--- src/rtl/alu_ex_stage_pkg.sv ---
// Shared ALU control codes and datapath defaults for the EX stage and the ALU control decoder.
package alu_ex_stage_pkg;

    localparam int unsigned WIDTH_DEFAULT = 32;

    localparam logic [3:0] ALU_ADD  = 4'b0010;
    localparam logic [3:0] ALU_SUB  = 4'b0110;
    localparam logic [3:0] ALU_AND  = 4'b0000;
    localparam logic [3:0] ALU_OR   = 4'b0001;
    localparam logic [3:0] ALU_NOR  = 4'b0011;
    localparam logic [3:0] ALU_XOR  = 4'b1000;
    localparam logic [3:0] ALU_SLT  = 4'b0111;
    localparam logic [3:0] ALU_SLL  = 4'b0100;
    localparam logic [3:0] ALU_SRL  = 4'b0101;
    localparam logic [3:0] ALU_SRLV = 4'b1001;
    localparam logic [3:0] ALU_SRA  = 4'b1010;
    localparam logic [3:0] ALU_LUI  = 4'b1111;

endpackage

--- src/rtl/alu_ex_stage_alu_core.sv ---
// Combinational ALU: result and signed add/sub overflow from the ALU control code.
module alu_core
    import alu_ex_stage_pkg::*;
#(
    parameter int unsigned WIDTH = WIDTH_DEFAULT
) (
    input  logic [3:0]       alu_ctl,
    input  logic [WIDTH-1:0] op_a,
    input  logic [WIDTH-1:0] op_b,
    input  logic [4:0]       shamt,
    output logic [WIDTH-1:0] result,
    output logic             overflow
);

    logic [WIDTH-1:0] sum;
    logic [WIDTH-1:0] diff;
    logic             add_ovf;
    logic             sub_ovf;
    logic             slt_bit;

    // Wrapping add/sub; overflow when operand signs allow it and the result sign departs from a.
    always_comb begin
        sum     = op_a + op_b;
        diff    = op_a - op_b;
        add_ovf = (op_a[WIDTH-1] == op_b[WIDTH-1]) && (sum[WIDTH-1] != op_a[WIDTH-1]);
        sub_ovf = (op_a[WIDTH-1] != op_b[WIDTH-1]) && (diff[WIDTH-1] != op_a[WIDTH-1]);
        slt_bit = $signed(op_a) < $signed(op_b);
    end

    // Result and overflow mux; undefined codes produce zero with no overflow.
    always_comb begin
        result   = '0;
        overflow = 1'b0;
        case (alu_ctl)
            ALU_ADD: begin
                result   = sum;
                overflow = add_ovf;
            end
            ALU_SUB: begin
                result   = diff;
                overflow = sub_ovf;
            end
            ALU_AND:  result = op_a & op_b;
            ALU_OR:   result = op_a | op_b;
            ALU_NOR:  result = ~(op_a | op_b);
            ALU_XOR:  result = op_a ^ op_b;
            ALU_SLT:  result = {{(WIDTH-1){1'b0}}, slt_bit};
            ALU_SLL:  result = op_b << shamt;
            ALU_SRL:  result = op_b >> shamt;
            ALU_SRLV: result = op_b >> op_a[4:0];
            ALU_SRA:  result = $signed(op_b) >>> shamt;
            ALU_LUI:  result = WIDTH'({op_b[15:0], 16'h0000});
            default: begin
                result   = '0;
                overflow = 1'b0;
            end
        endcase
    end

endmodule

--- src/rtl/alu_ex_stage.sv ---
// EX stage: ALU plus the EX/MEM pipeline register and a count of latched valid instructions.
module alu_ex_stage
    import alu_ex_stage_pkg::*;
#(
    parameter int unsigned WIDTH    = WIDTH_DEFAULT,
    parameter bit          TRAP_OVF = 1'b1
) (
    input  logic             clk,
    input  logic             reset,
    input  logic             in_valid,
    input  logic             stall,
    input  logic             flush,
    input  logic [3:0]       alu_ctl,
    input  logic [WIDTH-1:0] op_a,
    input  logic [WIDTH-1:0] op_b,
    input  logic [4:0]       shamt,
    input  logic [4:0]       rd_in,
    input  logic             reg_write_in,
    input  logic             mem_read_in,
    input  logic             mem_write_in,
    input  logic [WIDTH-1:0] store_data_in,
    output logic             out_valid,
    output logic [WIDTH-1:0] alu_result,
    output logic             zero,
    output logic             overflow,
    output logic [4:0]       rd_out,
    output logic             reg_write_out,
    output logic             mem_read_out,
    output logic             mem_write_out,
    output logic [WIDTH-1:0] store_data_out,
    output logic [31:0]      ex_count
);

    logic [WIDTH-1:0] alu_res;
    logic             alu_ovf;

    logic             valid_q;
    logic [WIDTH-1:0] result_q;
    logic             zero_q;
    logic             ovf_q;
    logic [4:0]       rd_q;
    logic             reg_write_q;
    logic             mem_read_q;
    logic             mem_write_q;
    logic [WIDTH-1:0] store_data_q;
    logic [31:0]      ex_count_q;

    logic             load_valid;
    logic             trap;

    alu_core #(
        .WIDTH(WIDTH)
    ) u_alu_core (
        .alu_ctl (alu_ctl),
        .op_a    (op_a),
        .op_b    (op_b),
        .shamt   (shamt),
        .result  (alu_res),
        .overflow(alu_ovf)
    );

    // Qualify the incoming instruction: flush squashes it, an overflow trap kills its write.
    always_comb begin
        load_valid = in_valid && !flush;
        trap       = TRAP_OVF && alu_ovf;
    end

    // EX/MEM register: stall holds everything, flush clears valid and control, else all load.
    always_ff @(posedge clk or posedge reset) begin
        if (reset) begin
            valid_q      <= 1'b0;
            result_q     <= '0;
            zero_q       <= 1'b0;
            ovf_q        <= 1'b0;
            rd_q         <= '0;
            reg_write_q  <= 1'b0;
            mem_read_q   <= 1'b0;
            mem_write_q  <= 1'b0;
            store_data_q <= '0;
            ex_count_q   <= '0;
        end else if (!stall) begin
            result_q     <= alu_res;
            zero_q       <= (alu_res == '0);
            ovf_q        <= alu_ovf;
            rd_q         <= rd_in;
            store_data_q <= store_data_in;
            valid_q      <= load_valid;
            reg_write_q  <= load_valid && reg_write_in && !trap;
            mem_read_q   <= load_valid && mem_read_in;
            mem_write_q  <= load_valid && mem_write_in;
            if (load_valid) begin
                ex_count_q <= ex_count_q + 32'd1;
            end
        end
    end

    // Registered outputs straight from the pipeline register.
    always_comb begin
        out_valid      = valid_q;
        alu_result     = result_q;
        zero           = zero_q;
        overflow       = ovf_q;
        rd_out         = rd_q;
        reg_write_out  = reg_write_q;
        mem_read_out   = mem_read_q;
        mem_write_out  = mem_write_q;
        store_data_out = store_data_q;
        ex_count       = ex_count_q;
    end

endmodule

--- config.mk ---
export PLATFORM = sky130hd
export DESIGN_NAME = alu_ex_stage
export DESIGN_NICKNAME = d
export VERILOG_FILES = /design/src/rtl/alu_ex_stage_pkg.sv /design/src/rtl/alu_ex_stage_alu_core.sv /design/src/rtl/alu_ex_stage.sv
export SDC_FILE = /design/constraint.sdc
export NUM_CORES = 1
export LEC_CHECK = 0
export ABC_AREA = 1
export BUFFER_PORTS_ARGS = -buffer_cell sky130_fd_sc_hd__clkbuf_2
export CORE_MARGIN = 4
export CORE_UTILIZATION = 45
export DETAILED_ROUTE_END_ITERATION = 16
export MAX_ROUTING_LAYER = met4
export PLACE_DENSITY = 0.77
export SYNTH_ARGS = -nofsm -noshare
export SYNTH_HDL_FRONTEND = slang
export SYNTH_HIERARCHICAL = 1
export SYNTH_SLANG_ARGS = --single-unit
--- constraint.sdc ---
create_clock -name clk -period 5.6 [get_ports clk]
set_clock_uncertainty 0.2 [all_clocks]
set_input_delay 0.28 -clock clk [delete_from_list [all_inputs] [get_ports clk]]
set_output_delay 0.28 -clock clk [all_outputs]
set_load 0.1 [all_outputs]
== After elaboration in Yosys (flattened, before gate mapping) ==
Index checks and enable logic that the tools add are counted.
Storage, ports and cells
  flip-flop bits (word level): 107
  bits of input ports: 118
  output and inout bits: 107
Operators by class
  add/subtract/negate cells: 3
  magnitude comparators: 1
  equality and inequality tests: 15
  shift operators: 4
  mux-type cells: 2
  bitwise logic cells: 5
  reduce and logical (&&, ||, !) cells: 12
Operators by type and width (number)
  $pmux W32 S12: 1
  $shr A32 B5 Y32: 2
  $add A32 B1 Y32 const B: 1
  $add A32 B32 Y32: 1
  $and A32 B32 Y32: 1
  $logic_not A32 Y1: 1
  $lt A32 B32 Y1: 1
  $not A32 Y32: 1
  $or A32 B32 Y32: 1
  $shl A32 B5 Y32: 1
  $sshr A32 B5 Y32: 1
  $sub A32 B32 Y32: 1
  $xor A32 B32 Y32: 1
  $eq A4 B3 Y1 const B: 4
  $eq A4 B4 Y1 const B: 4
  $eq A4 B2 Y1 const B: 2
  $logic_and A1 B1 Y1: 7
  $eq A4 B1 Y1 const B: 1
  $logic_not A4 Y1: 1
  $ne A1 B1 Y1: 3
  $logic_not A1 Y1: 2
  $pmux W1 S2: 1
  $reduce_and A2 Y1: 1
  $eq A1 B1 Y1: 1
  $not A1 Y1: 1

== Logic depth before layout (Yosys ltp) ==
Gate-level depths: netlist of the first run.
  word-level depth: 6
  gate-level depth with buffers: 24
  depth with buffers taken out: 22

== Hierarchy ==
The synthesis of the first run kept the hierarchy.
By module, submodules not included
  alu_core: times used 1, cells an instance 2345, area an instance 11482.3 um^2, seq. area each 0.0 um^2
  alu_ex_stage: times used 1, cells an instance 553, area an instance 4662.0 um^2, seq. area each 2677.6 um^2

== Least setup slack after synthesis of the first run ==
No wires, ideal clock.
  path kind: input-to-reg
  start: input op_a[0]
  end: register zero_q, in the netlist zero
  library setup time: 68 ps
  data arrival time: 2236 ps
  slack: 3096 ps
  cell stages on the path: 22
  cell sequence: inv_1 > ha_1 > fa_1 > inv_1 > nand2_1 > nand2_1 > nand4_1 > nand2_1 > nand2_1 > nand2_1 > nand2_1 > nand3_1 > nand3_1 > nor2_1 > nand2_1 > inv_1 > nand2_1 > nor3_1 > nand2_1 > nor2_1 > nand3_1 > nand2_1
RTL lines
  start, declared: line alu_ex_stage.sv:14  | input logic [WIDTH-1:0] op_a,
  $sub A32 B32 Y32, or another cell as far along: line alu_ex_stage_alu_core.sv:24  | diff = op_a - op_b;
  $pmux W32 S12 *: line alu_ex_stage_alu_core.sv:34  | case (alu_ctl)
  via alu_res[14]: line alu_ex_stage.sv:34  | logic [WIDTH-1:0] alu_res;
  $logic_not A32 Y1 *: line alu_ex_stage.sv:83  | zero_q <= (alu_res == '0);
  end signal, assigned: line alu_ex_stage.sv:83
  end, declared: line alu_ex_stage.sv:39  | logic zero_q;
Mark *: on every way through the listed nets, which the timed path passes. The rest lies on a longest branch.
A chain may end at the register's enable or synchronous reset.

== Worst setup path after layout of the first run ==
  start: input op_b[13]
  end: register reg_write_q, in the netlist reg_write_out
Between the ends
  cells in the longest elaborated chain, start to end: 6
Ends and longest elaborated chain
  start, declared: line alu_ex_stage.sv:15  | input logic [WIDTH-1:0] op_b,
  $sub A32 B32 Y32 / $add A32 B32 Y32 (equally long branches): line alu_ex_stage_alu_core.sv:24, alu_ex_stage_alu_core.sv:23
  $ne A1 B1 Y1 (on tied branches): line alu_ex_stage_alu_core.sv:26, alu_ex_stage_alu_core.sv:25
  $logic_and A1 B1 Y1 (on tied branches): line alu_ex_stage_alu_core.sv:26, alu_ex_stage_alu_core.sv:25
  $pmux W1 S2 *: line alu_ex_stage_alu_core.sv:34
  via alu_ovf: line alu_ex_stage.sv:35  | logic alu_ovf;
  $logic_not A1 Y1 *: line alu_ex_stage.sv:88  | reg_write_q <= load_valid && reg_write_in && !trap;
  $logic_and A1 B1 Y1 *: line alu_ex_stage.sv:88
  end signal, assigned: line alu_ex_stage.sv:88
  end, declared: line alu_ex_stage.sv:42  | logic reg_write_q;
Marks and branches as above.

==> summary.txt, run 1 <==
Clocking
  – Clock transition at path regs: 0.07 ns
  – CTS Buf Count: 9
  – Max Buffers Root-to-Sink: 2
  – H-Tree Depth: 3
  – Later-pin clock latency in the skew report: 0.35 ns
  – CTS root buffer: clkbuf_16
  – Post-CTS resize count: 0
  – CTS tree: done
  – TritonCTS Sinks: 107

Global route
  – First-pass GRT wire length: 128 mm
  – Total grt overflow: 0
  – Vias in the first global route: 20300
  – Gr usage total: 44.8%
  – Initial antenna violation count: 2
  – Pin count of the biggest net entering global routing: 101

Synth
  – Post-synth EDFFs: 0
  – Mapped Cells: 2898
  – Synthesized area: 16100 sq um
  – Syn avg cell area: 5.57 sq um
  – Post-synthesis sequential area ratio: 16.6%
  – Top FF cell, synth: dfrtp_1
  – Yosys reg bits: 107
  – Asr flop ratio synth: 100%
  – Synth warn: 6
  – Yosys cell types: 52
  – Post-synth net total: 3120

Placed design
  – Hpwl dp: 70.0 mm
  – Placed instance area: 17500 sq um
  – Gpl congestion: 1.16
  – PortBufs: 224

Worst setup path
  – Critical Path Sink Type: flip-flop
  – CP dominant cell by count: nand2_1
  – Crit Path Max Fanout: 7
  – Kind of start point of the critical path: primary input
  – CP Data Arrival Time: 4.14 ns
  – Critical path data required time: 5.68 ns
  – Kind of critical path: primary input to flip-flop
  – Critical path's slowest cell: dlygate4sd3_1
  – Worst-path cell chain: clkbuf_2 > inv_1 > ha_1 > nand2_1 > nor2_1 > nand2_1 > inv_1 > nand2_1 > nand2_1 > nand2_1 > nand2_1 > xor2_1 > nand2_1 > nand2_1 > nor2_1 > nand4_1 > dlygate4sd3_1 > nand2_1
  – Delay of the slowest cell on the worst path: 0.59 ns

Job
  – Max_cap viols: 0

Finish
  – Area delta synth->final: 12.6%
  – Most common cell after layout, fill and taps aside: nand2_1
  – Nets@finish: 3289
  – Share of post-route cells with drive strength above 1: 10.3%
  – Most frequent cells in the layout: nand2_1 (934), nand3_1 (652), inv_1 (259), clkbuf_2 (223), nor2_1 (222)
  – Post-route cell area: 18200 sq um

Drt
  – DRT antenna net count: 0
  – Residual DRC: 0
  – Wire per inst: 25.0 microns
  – First DRT Iteration DRCs: 3398
  – Post-DR vias/cell: 6.14
  – Final WL: 88.4 mm
  – DRT Pass-1 Iters: 9
  – Via count: 21700

Timing
  – Min Clock Period, post-route: 4.06 ns
  – Fmax: 0.246 GHz
  – Max-slew violations: 0
  – Setup TNS: 0 ns
  – Max transition margin: 24.9%
  – RSZ-0062 raised after global routing: false
  – Fin crit share: 72.6%
  – Final setup violation count: 0
  – Worst-Margin Slew: 1.12 ns
  – Final hold vios: 0

Floorplan
  – Floorplan core area: 35500 sq um
  – Initial Util: 45.5%
  – Chip height: 197 microns
  – # IOs: 225
  – Rows: 69
  – Die area: 39000 sq um
  – Die width: 197 microns

Pwr
  – Pleak: 9.55 nW
  – Pwr Density: 205 nW/um^2
  – Worst IR Drop VDD: 0.000211 V

Min path
  – HP Class: primary input to flip-flop

Status
  – Status: complete, no violations
-- stage by stage --
step	hold WS, ns	std cells	power, mW	worst slack [ns]	util (%)
after global routing	0.140	3535	3.88	1.52	51.2
after floorplan	0.190	2898	2.37	2.30	-
final	0.123	3536	3.72	1.54	51.2
after detailed placement	0.0463	3475	2.99	1.47	49.2
after global placement	0.0458	3475	3.00	1.38	49.2
after CTS	0.100	3533	3.65	1.74	51.2
-- layer usage --
metal | wire [microns] | GRT usage, % | share of wire, % | vias to the layer above
met4 | 6630 | 25.4 | 7.5 | 0
met5 | 0 | - | 0 | -
met3 | 9740 | 9.33 | 11 | 352
met2 | 38400 | 67.9 | 43 | 1480
met1 | 33700 | 55.6 | 38 | 9950
li1 | - | - | - | 9930
-- what timing repair did --
item,CTS,global route
hold endpoints to repair,64,0
buffers inserted,0,0
hold buffers,42,0
-- sequential cells by signal, summed over array words and instances, names as in the netlist --
signal and flops:
alu_result 32, ex_count 32, mem_read_out 1, mem_write_out 1
out_valid 1, overflow 1, rd_out 5, reg_write_out 1
store_data_out 32, zero 1
-- final cells by class --
| class | count | area (sq um) |
|---|---|---|
| well taps | 461 | 577 |
| multi-input cells | 2384 | 11800 |
| repair buffers | 295 | 1790 |
| clock inverters | 7 | 70.1 |
| fillers | 3896 | 17300 |
| diodes | 3 | 7.51 |
| inverters | 270 | 1020 |
| clock buffers | 9 | 225 |
| flip-flops and latches | 107 | 2680 |
-- report_power, final --
group | switching [mW] | internal (mW) | total (mW)
Sequential | 0.0598 | 0.847 | 0.907
Clock | 0.328 | 0.315 | 0.644
Combinational | 1.71 | 0.463 | 2.17
-- kinds of logic after synthesis --
| family | count (synthesis) | synth area share, % |
|---|---|---|
| flops | 107 | 16.6 |
| xor+xnor | 23 | 1.25 |
| compound gates | 313 | 10.9 |
| simple gates | 1944 | 52.9 |
| buf+inv | 407 | 10.3 |
| fa+ha+maj | 104 | 8.15 |
-- Yosys cell counts, types with 2 or more instances --
master    count  area share (%)
a211oi_1      3            0.14
a21o_1        2           0.093
a21oi_1     113             3.5
a22o_1        2            0.11
and2_1        9            0.35
and3_1        3            0.12
buf_1        17            0.40
buf_2        39             1.2
buf_4         9            0.42
buf_6         6            0.42
clkbuf_1     66             1.5
dfrtp_1     107              17
fa_1          2            0.25
ha_1        102             7.9
inv_1       262             6.1
inv_2         7            0.16
nand2_1     934              22
nand2_2       3            0.12
nand2_4       4            0.28
nand3_1     652              20
nand3_2       8            0.50
nand3b_1      9            0.42
nand4_1      55             2.1
nor2_1      224             5.2
nor2_2        4            0.15
nor2_4        6            0.42
nor3_1       25            0.78
nor4_1        2           0.077
o211ai_1     25             1.2
o21ai_0     125             3.9
o21ai_1       6            0.19
o21ai_4       3            0.30
o21bai_1     13            0.60
o22ai_1      12            0.46
xnor2_1       9            0.49
xor2_1       14            0.76
-- worst max-delay path: cells and delay by family --
family        cells  cell delay, ns
xor+xnor          1            0.07
fa+ha+maj         1            0.48
buf+inv           4            1.28
simple gates     12            2.02
-- path summary, 6_finish.rpt --
path | from | endpoint | slack, ns | cells after the start
worst max-delay path | op_b[13] | reg_write_out | 1.54 | 18
worst min-delay path | in_valid | out_valid | 0.12 | 3
worst max register to register | ex_count[0] | ex_count[12] | 3.86 | 7
worst min register to register | store_data_out[25] | store_data_out[25] | 0.28 | 2
max in group asynchronous | reset | store_data_out[11] | 3.59 | 4
min in group asynchronous | reset | mem_read_out | 0.24 | 3
No activity file was read; power rests on OpenSTA's default activity.
==> inputs of run 2 (changes only) <==
Settings changed: ABC_AREA 1 to 0.
Clock period 5.6 ns to 4 ns, I/O delays scaled along.
==> run 2 against run 1 <==
  * Register-to-register slack got worse by 1.8 ns
  * Wire length fell by 16%
  * Final cell count shrank 23%
  * Critical path depth decreased by 1
  * Largest power group unchanged
  * Core utilization up 6.6 points
  * Sequential power up 46%
  * First-iteration DRC count fell by 23%
  * Clock power up 54%
  * Highest routed layer unchanged
  * Critical endpoint is now zero
  * Setup slack worse by 1.4 ns
  * Flip-flop and latch count unchanged
==> summary.txt, run 2 <==
Status
  – Status: complete, no violations

Synth
  – Top area cells in the synthesized netlist: dfrtp_1 (17%), mux4_2 (8.8%), ha_1 (8.1%)
  – Synth warn: 6 (unchanged)
  – Syn avg cell area: 8.56 sq um (+54%)
  – Yosys reg bits: 107 (unchanged)
  – Count leader, synth: nor2_1
  – Top FF cell, synth: dfrtp_1
  – Post-synthesis sequential area ratio: 17.1% (+0.49 points)
  – Post-synth net total: 2055 (-34%)
  – Top cells by count, synth: nor2_1 (166), nand2_1 (151), a21oi_1 (116)
  – Top cell type's share of synthesized area: 17.1% (-4.6 points)
  – Yosys cell types: 100 (+92%)
  – Synthesized area: 15700 sq um (-2.9%)
  – Post-synth EDFFs: 0 (unchanged)
  – Asr flop ratio synth: 100% (unchanged)
  – Mapped Cells: 1833 (-37%)
  – Largest area contributor in the netlist: dfrtp_1

Timing
  – Max transition margin: 33.1% (+8.1 points)
  – Worst-Margin Slew: 1.00 ns (-0.119 ns)
  – Max-slew violations: 0 (unchanged)
  – Fin crit share: 97.6%
  – Fmax: 0.256 GHz
  – Final setup violation count: 0 (unchanged)
  – Final hold vios: 0 (unchanged)
  – Min Clock Period, post-route: 3.90 ns

Worst setup path
  – Kind of start point of the critical path: primary input
  – Critical Path Sink Type: flip-flop
  – Kind of critical path: primary input to flip-flop
  – Critical path data required time: 4.08 ns (-1.60 ns)
  – Critical path's slowest cell: mux2i_4
  – Delay of the slowest cell on the worst path: 0.46 ns (-0.13 ns)
  – Crit Path Max Fanout: 35 (+28)
  – Worst-path cell chain: clkbuf_2 > nor4bb_2 > buf_4 > mux2i_4 > buf_12 > nor2_1 > a21oi_1 > mux2i_1 > buf_4 > mux2i_1 > nand2_1 > a32oi_1 > nand3_1 > nor4_1 > nand4_1 > nor4_2 > a22o_1
  – CP Data Arrival Time: 3.98 ns (-0.16 ns)

Pwr
  – Internal Power: 2.98 mW (+83%)
  – Clk pwr share: 16.5% (-0.8 points)
  – Pleak: 9.30 nW (-2.6%)
  – Worst IR Drop VDD: 0.000406 V (+93%)
  – Sw Ratio: 50.5% (-5.8 points)
  – Combinational Power Share: 61.7% (+3.4 points)
  – Pwr Density: 302 nW/um^2 (+48%)
  – Share of power burned in registers: 21.9% (-2.5 points)
  – Net Sw Power: 3.05 mW (+45%)

Placed design
  – Gpl congestion: 1.16 (about the same)
  – PortBufs: 224 (unchanged)
  – Placed instance area: 19000 sq um (+9.0%)
  – Hpwl dp: 59.1 mm (-16%)

Global route
  – Initial antenna violation count: 2 (unchanged)
  – Total grt overflow: 0 (unchanged)
  – Gr usage total: 38.4% (-6.5 points)
  – Pin count of the biggest net entering global routing: 85 (-16%)
  – Vias in the first global route: 17300 (-15%)
  – First-pass GRT wire length: 110 mm (-14%)

Drt
  – Via count: 18100 (-17%)
  – DRT antenna net count: 0 (unchanged)
  – First DRT Iteration DRCs: 2631 (-23%)
  – Residual DRC: 0 (unchanged)
  – DRT Pass-1 Iters: 6 (-3)
  – Final WL: 74.5 mm (-16%)
  – Wire per inst: 27.3 microns (+9.2%)
  – Post-DR vias/cell: 6.63 (+8.0%)

Job
  – Max_cap viols: 0 (unchanged)

Floorplan
  – Rows: 68 (-1.4%)
  – Die width: 195 microns (-1.4%)
  – Die area: 37900 sq um (-2.7%)
  – # IOs: 225 (unchanged)
  – Chip height: 195 microns (-1.4%)
  – Floorplan core area: 34500 sq um (-2.9%)
  – Initial Util: 45.5% (about the same)

Clocking
  – Max Buffers Root-to-Sink: 2 (unchanged)
  – Later-pin clock latency in the skew report: 0.35 ns (about the same)
  – CTS tree: done
  – CTS Buf Count: 9 (unchanged)
  – Clock transition at path regs: 0.08 ns (about the same)
  – CTS root buffer: clkbuf_16
  – TritonCTS Sinks: 107 (unchanged)
  – H-Tree Depth: 3 (unchanged)

Min path
  – HP Class: primary input to flip-flop

Finish
  – Most common cell after layout, fill and taps aside: buf_4
  – Area delta synth->final: 27.1%
  – Fin util: 57.8% (+6.6 points)
  – Nets@finish: 2488 (-24%)
  – Post-route cell area: 19900 sq um (+9.6%)
  – Most frequent cells in the layout: buf_4 (309), clkbuf_2 (221), nor2_1 (163), nand2_1 (151), a21oi_1 (115)
  – Share of post-route cells with drive strength above 1: 33.3% (+23 points)
  – Fillers: 3034 (-22%)
[run 2: cell count changes in the layout (fill, tap and decap cells not counted), moves of 24 or more]
cell,previous run,this run
nand3_1,652,48
buf_4,28,309
nand4_1,55,24
mux2i_1,0,89
inv_1,259,112
o21ai_0,125,99
mux4_2,0,61
mux4_1,0,24
xnor2_1,9,43
nor2_1,222,163
mux2_2,0,76
a31oi_1,1,26
nand2_1,934,151
[run 2: timing repair]
item	in CTS	in global routing
gates resized for setup	0	19
setup endpoints to repair	1	1
buffers inserted	1	4
endpoints found under the hold margin	123	0
hold buffers	41	0
pin swaps	2	5
[run 2: stage by stage]
stage	hold WS (ns)	setup TNS [ns]	worst slack [ns]	total power, mW	instances
2_1_floorplan	0.133	0	0.294	3.65	1833
3_3_place_gp	0.228	-0.276	-0.276	4.82	2664
3_5_place_dp	0.233	-0.396	-0.396	4.87	2664
4_1_cts	0.0345	0	0.0653	5.90	2722
5_1_grt	0.0457	-0.0149	-0.0149	6.23	2728
6_report	0.0355	0	0.0980	6.03	2729
[run 2: worst paths after layout]
| path | startpoint | to | slack (ns) | cells after the start |
|---|---|---|---|---|
| setup reg to reg | ex_count[4] | ex_count[18] | 2.06 | 4 |
| min in group asynchronous | reset | store_data_out[20] | 0.44 | 3 |
| setup / recovery | alu_ctl[2] | zero | 0.1 | 17 |
| hold reg to reg | ex_count[31] | ex_count[31] | 0.29 | 1 |
| max in group asynchronous | reset | store_data_out[27] | 2.27 | 4 |
| hold / removal | flush | ex_count[0] | 0.04 | 3 |
[run 2: logic make-up (layout without fill, tap and decap cells)]
kind of cell,count (synthesis),after routing,share of synthesized area [%]
compound gates,524,524,23.0
simple gates,511,511,15.4
buf+inv,276,714,8.66
mux,255,255,24.3
flops,107,107,17.1
fa+ha+maj,104,104,8.39
xor+xnor,56,56,3.13
other cells,0,3,0
[run 2: power by group through the flow]
| stage | combinational, mW | clock [mW] | sequential, mW |
|---|---|---|---|
| 6_report | 3.72 | 0.993 | 1.32 |
| 5_1_grt | 3.84 | 1.06 | 1.33 |
| 4_1_cts | 3.59 | 1.00 | 1.31 |
| 3_5_place_dp | 3.54 | 0 | 1.33 |
| 3_3_place_gp | 3.50 | 0 | 1.32 |
| 2_1_floorplan | 1.37 | 0 | 2.29 |
[run 2: final cells by class]
class	instances	area [sq um]	area share [%]
clock buffers	10	239	1.20
diodes	3	7.51	0.0377
flip-flops and latches	107	2680	13.4
multi-input cells	1450	11800	59.2
inverters	114	430	2.16
repair buffers	584	4100	20.6
clock inverters	6	105	0.527
well taps	455	569	2.86
[run 2: critical path, delay by kind of cell]
family / cells / cell delay, ns
multiplexers: 3 / 0.84
AND/OR/NAND/NOR: 7 / 1.53
AO/OA/AOI/OAI: 3 / 0.62
buffers and inverters: 4 / 0.77
[run 2: layer usage]
metal / vias up / global-route usage [%] / wire length [microns]
li1: 7738 / - / -
met1: 8639 / 50.8 / 28600
met2: 1459 / 59.0 / 32900
met3: 257 / 7.18 / 9130
met4: 0 / 14.2 / 3800
met5: - / - / 0
